File: src/rtl/lane_dispatcher_pkg.sv
// Shared constants and FSM state encoding for the lane dispatcher.
package lane_dispatcher_pkg;
  localparam int LANES       = 4;
  localparam int DATA_W      = 4;
  localparam int SEL_W       = 2;
  localparam int FIFO_DEPTH  = 2;
  localparam int STALL_CNT_W = 8;

  typedef enum logic [1:0] {
    IDLE,
    DISPATCH,
    STALL
  } state_t;
endpackage

File: src/rtl/dispatch_fifo2.sv
// Two-entry in-order word buffer; entry 0 is always the head.
module dispatch_fifo2
  import lane_dispatcher_pkg::*;
(
  input  logic              clk,
  input  logic              rst,
  input  logic              push,
  input  logic              pop,
  input  logic [DATA_W-1:0] din,
  output logic [DATA_W-1:0] head,
  output logic              full,
  output logic              empty
);
  logic [1:0]        cnt_q, cnt_d;
  logic [DATA_W-1:0] e0_q, e0_d, e1_q, e1_d;

  // Caller never pushes when full or pops when empty.
  always_comb begin
    cnt_d = cnt_q;
    e0_d  = e0_q;
    e1_d  = e1_q;
    if (push && pop) begin
      if (cnt_q == 2'd1) begin
        e0_d = din;
      end else begin
        e0_d = e1_q;
        e1_d = din;
      end
    end else if (push) begin
      if (cnt_q == 2'd0) e0_d = din;
      else               e1_d = din;
      cnt_d = cnt_q + 2'd1;
    end else if (pop) begin
      e0_d  = e1_q;
      cnt_d = cnt_q - 2'd1;
    end
  end

  always_ff @(posedge clk) begin
    if (rst) cnt_q <= 2'd0;
    else     cnt_q <= cnt_d;
  end

  always_ff @(posedge clk) begin
    e0_q <= e0_d;
    e1_q <= e1_d;
  end

  assign head  = e0_q;
  assign full  = (cnt_q == 2'(FIFO_DEPTH));
  assign empty = (cnt_q == 2'd0);
endmodule

File: src/rtl/lane_dispatcher.sv
// Buffers words and dispatches each one to a round-robin-selected eligible lane.
module lane_dispatcher
  import lane_dispatcher_pkg::*;
#(
  parameter int STALL_MAX = 255
) (
  input  logic              clk,
  input  logic              rst,
  input  logic [DATA_W-1:0] data_in,
  input  logic              in_valid,
  output logic              in_ready,
  input  logic [LANES-1:0]  lane_en,
  input  logic [LANES-1:0]  lane_ready,
  output logic [SEL_W-1:0]  select,
  output logic [DATA_W-1:0] data_out,
  output logic              out_valid,
  output logic              stall_timeout
);
  localparam logic [STALL_CNT_W-1:0] STALL_MAX_C = STALL_CNT_W'(STALL_MAX);

  logic                   full, empty, push, grant, found;
  logic [DATA_W-1:0]      head;
  logic [LANES-1:0]       elig;
  logic [SEL_W-1:0]       idx, gnt;
  state_t                 state;
  logic [SEL_W-1:0]       ptr_q, ptr_d, select_q, select_d;
  logic [DATA_W-1:0]      data_q, data_d;
  logic                   valid_q, valid_d, timeout_q, timeout_d;
  logic [STALL_CNT_W-1:0] stall_cnt_q, stall_cnt_d;

  assign in_ready = !full;
  assign push     = in_valid && !full;
  assign elig     = lane_en & lane_ready;

  dispatch_fifo2 u_fifo (
    .clk   (clk),
    .rst   (rst),
    .push  (push),
    .pop   (grant),
    .din   (data_in),
    .head  (head),
    .full  (full),
    .empty (empty)
  );

  // The FIFO occupancy is the state register; the FSM state is decoded from it and lane eligibility.
  always_comb begin
    found = 1'b0;
    gnt   = '0;
    idx   = '0;
    for (int k = 0; k < LANES; k++) begin
      idx = ptr_q + SEL_W'(k);
      if (!found && elig[idx]) begin
        found = 1'b1;
        gnt   = idx;
      end
    end

    if (empty)      state = IDLE;
    else if (found) state = DISPATCH;
    else            state = STALL;

    grant       = (state == DISPATCH);
    ptr_d       = grant ? gnt + SEL_W'(1) : ptr_q;
    select_d    = grant ? gnt : select_q;
    data_d      = grant ? head : '0;
    valid_d     = grant;

    stall_cnt_d = stall_cnt_q;
    if (grant)
      stall_cnt_d = '0;
    else if (state == STALL && stall_cnt_q != '1)
      stall_cnt_d = stall_cnt_q + 1'b1;
    timeout_d   = timeout_q || (stall_cnt_d == STALL_MAX_C);
  end

  always_ff @(posedge clk) begin
    if (rst) begin
      ptr_q       <= '0;
      select_q    <= '0;
      data_q      <= '0;
      valid_q     <= 1'b0;
      stall_cnt_q <= '0;
      timeout_q   <= 1'b0;
    end else begin
      ptr_q       <= ptr_d;
      select_q    <= select_d;
      data_q      <= data_d;
      valid_q     <= valid_d;
      stall_cnt_q <= stall_cnt_d;
      timeout_q   <= timeout_d;
    end
  end

  assign select        = select_q;
  assign data_out      = data_q;
  assign out_valid     = valid_q;
  assign stall_timeout = timeout_q;
endmodule

File: config.mk
export PLATFORM = sky130hd
export DESIGN_NAME = lane_dispatcher
export DESIGN_NICKNAME = d
export VERILOG_FILES = /design/src/rtl/lane_dispatcher_pkg.sv /design/src/rtl/dispatch_fifo2.sv /design/src/rtl/lane_dispatcher.sv
export SDC_FILE = /design/constraint.sdc
export NUM_CORES = 1
export LEC_CHECK = 0
export CAP_MARGIN = 20
export CELL_PAD_IN_SITES_DETAIL_PLACEMENT = 1
export CELL_PAD_IN_SITES_GLOBAL_PLACEMENT = 1
export CORE_UTILIZATION = 43
export DETAILED_ROUTE_END_ITERATION = 7
export PLACE_DENSITY_LB_ADDON = 0.1
export SLEW_MARGIN = 20
export SYNTH_ARGS = -nofsm -noshare
export SYNTH_HDL_FRONTEND = slang
export SYNTH_SLANG_ARGS = --single-unit
File: constraint.sdc
create_clock -name clk -period 5.4 [get_ports clk]
set_input_delay 1.08 -clock clk [delete_from_list [all_inputs] [get_ports clk]]
set_output_delay 1.08 -clock clk [all_outputs]
set_load 0.03 [all_outputs]
==> impl_metrics.yaml <==
min_path:
  min_path_type: "flip-flop to flip-flop"
  min_delay_path_depth: 1
worst_setup_path:
  critPathMaxFanout: 10
  reg2regPathDepth: 7
  critical-path-max-stage-delay_ns: 0.58
  path_buf_inv: 1
  path_delay_family: "compound AO/OA/AOI/OAI gates"
  reg2reg_to: "u_fifo.head[2]$_DFFE_PP_"
  critPathRequiredTime_ns: 5.51
  critPathCaptureType: "flip-flop"
  worstPathArrival_ns: 3.31
  path_depth: 7
  crit_type: "primary input to flip-flop"
  regToRegSetupSlack_ns: 2.74
  crit-reg2reg-launch: "u_fifo.cnt_q[0]$_SDFFE_PP0P_"
  cp_cell_sequence: "clkdlybuf4s50_1 > a22oi_4 > a21oi_4 > ha_1 > nand2b_1 > a21boi_0 > mux2_2"
  crit_start: "lane_ready[3]"
  start_kind: "primary input"
  crit_path_top_delay_cell: "clkdlybuf4s50_1"
  crit_path_end: "u_fifo.head[2]$_DFFE_PP_"
power_and_ir_drop:
  leakagePower_nw: 0.596
  ir_drop_mv: 0.197
  powerDensity_nw_per_um2: 391
final_layout:
  nets: 181
  final_util_pct: 55.8
  fill_cells: 362
  layout.cells.non_filler: 204
  n_antenna_cell: 0
  drive_above_1_share_pct: 10.0
  syn_to_final_growth_pct: 22.0
drt:
  drt-total-wl_um: 3100
  final_antenna_net_count: 0
  drt-wirelength-per-cell_um: 15.2
  drc: 0
  first_iter_violations: 37
  num_vias: 1078
  viasPerCell: 5.28
  dr.pass1.iters: 4
cts:
  cts_resized: 0
  cts_tree: "done"
  clock-root-buffer: "clkbuf_4"
  cts_max_level: 1
  cts_sinks: 28
  worstSkewPairLatency_ns: 0.34
  ctsHoldBuffers: 0
  cts.clk_slew.worst_paths_ns: 0.15
  post_cts_buffers: 0
  numCtsBuffers: 3
  clockBufferDepth: 2
sta:
  fin_worst_skew_ns: 0.00258
  tightest_slew_ns: 0.570
  fin_crit_ns: 3.20
  setup_viol: 0
  fin_crit_sh_pct: 59.2
  hold_viol: 0
  setup_tns_ns: 0
  drv_slew: 0
  setup_slack_ns: 2.20
  fmax_mhz: 313
  slew_headroom_pct: 61.7
  rsz0062_at_grt: "no"
floorplanning:
  dieArea_sq_um: 3510
  core_sq_um: 3080
  rows: 20
  io_pins: 24
  die_w_um: 59.2
  start_util_pct: 45.7
  die_height_um: 59.2
status:
  outcome: "completed"
synthesis:
  ys_warn_count: 0
  ys_types: 40
  ys_seq_elements: 28
  syn_inst: 137
  synth_most_common_cell: "dfxtp_1"
  synth_ff_type: "dfxtp_1"
  ys_top_cells_by_area: "dfxtp_1 28%, edfxtp_1 17%, ha_1 4.4%"
  syn_nets: 157
  synth_top_area_share_pct: 28.4
  syn_area_sq_um: 1410
  synth_common_cells: "20 x dfxtp_1, 15 x nor2_1, 12 x nand2_1"
  syn_avg_cell_area_sq_um: 10.3
  yosys.area.top_type: "dfxtp_1"
  synth_edf_count: 8
  async_flop_share_pct: 0
  ys_seq_area_share_pct: 45.5
grt:
  track_usage_pct: 20.5
  grt_pass1_wl_um: 5170
  grt_start_max_net_pins: 17
  grt_pass1_vias: 1115
  grt.overflow.total: 0
  grt_antenna_before_repair: 0
place:
  dp.cells: 200
  routabilityCongestion: 0.769
  place_ws_ns: 1.83
  place.port_buffers: 23
  hpwl_um: 2440
job:
  maxCapViolations: 0
[placed cells by master (no fill, tap or decap), types with 4 or more instances in the layout]
master | netlist | final
clkdlybuf4s50_1 | 0 | 23
dfxtp_1 | 20 | 20
nor2_1 | 15 | 15
nand2_1 | 12 | 12
edfxtp_1 | 8 | 8
xnor2_1 | 6 | 6
a21oi_1 | 5 | 5
nand3_1 | 5 | 5
o21ai_0 | 5 | 5
ha_1 | 5 | 5
inv_1 | 4 | 4
nand2b_1 | 4 | 4
mux2_2 | 4 | 4
mux2i_1 | 4 | 4
and2_1 | 4 | 4
[per-stage QoR]
step	hold slack [ns]	instance area, sq um	power [mW]
finish	0.467	1720	0.672
global route	0.502	1720	0.714
CTS	0.475	1720	0.682
detailed placement	0.439	1660	0.541
global placement	0.430	1660	0.525
floorplan	0.420	1410	0.467
[report_power, final]
| group | switching (mW) | leakage (nW) | internal, mW |
|---|---|---|---|
| logic | 0.126 | 0.329 | 0.106 |
| clock network | 0.0649 | 0.0279 | 0.0752 |
| registers | 0.0261 | 0.239 | 0.274 |
| total | 0.217 | 0.596 | 0.455 |
[how the worst min path moves through the flow]
stage                        startpoint                      to  slack (ns)
2_1_floorplan  u_fifo.head[0]$_DFFE_PP_  data_out[0]$_SDFF_PP0_        0.42
4_1_cts        u_fifo.head[3]$_DFFE_PP_  data_out[3]$_SDFF_PP0_        0.48
5_1_grt        u_fifo.head[1]$_DFFE_PP_  data_out[1]$_SDFF_PP0_        0.50
6_report       u_fifo.head[1]$_DFFE_PP_  data_out[1]$_SDFF_PP0_        0.47
3_3_place_gp   u_fifo.head[3]$_DFFE_PP_  data_out[3]$_SDFF_PP0_        0.43
3_5_place_dp   u_fifo.head[3]$_DFFE_PP_  data_out[3]$_SDFF_PP0_        0.44
[state kept, by name (all words and copies together), names as in the netlist]
signal / count
u_fifo.head: 4
select: 2
u_fifo.e1_q: 4
stall_cnt_q: 8
data_out: 4
stall_timeout: 1
out_valid: 1
ptr_q: 2
u_fifo.cnt_q: 2
[cell families (layout without fill, tap and decap cells)]
| family | after synthesis | after routing | share of synthesized area, % |
|---|---|---|---|
| AND/OR/NAND/NOR | 56 | 56 | 20.7 |
| flip-flops | 28 | 28 | 45.5 |
| AO/OA/AOI/OAI | 25 | 25 | 15.8 |
| multiplexers | 8 | 8 | 6.04 |
| buffers and inverters | 8 | 31 | 3.11 |
| XOR/XNOR | 7 | 7 | 4.36 |
| adder cells (fa/ha/maj) | 5 | 5 | 4.44 |
[layer usage]
layer,part of all wire (%),up-vias,wire [um],track usage [%]
met3,2.3,7,72,2.62
met5,0,-,0,0
met2,55,20,1700,38.0
li1,-,532,-,-
met4,2.2,0,68,9.52
met1,40,519,1250,23.0
[worst reg2reg max path: cells and delay by family, from the launching register on]
kind	cells	cell delay, ns
compound gates	2	0.83
fa+ha+maj	2	0.60
flops	1	0.40
mux	1	0.40
simple gates	1	0.13
buf+inv	1	0.08
[cell type report]
cell class	count	area (sq um)	share of cell area, %
well taps	44	55.1	3.21
clock buffers	3	22.5	1.31
multi-input cells	101	723	42.1
clock inverters	1	30.0	1.75
flip-flops and latches	28	641	37.3
repair buffers	23	230	13.4
inverters	4	15.0	0.875
Power figures use the tool's default switching activity.
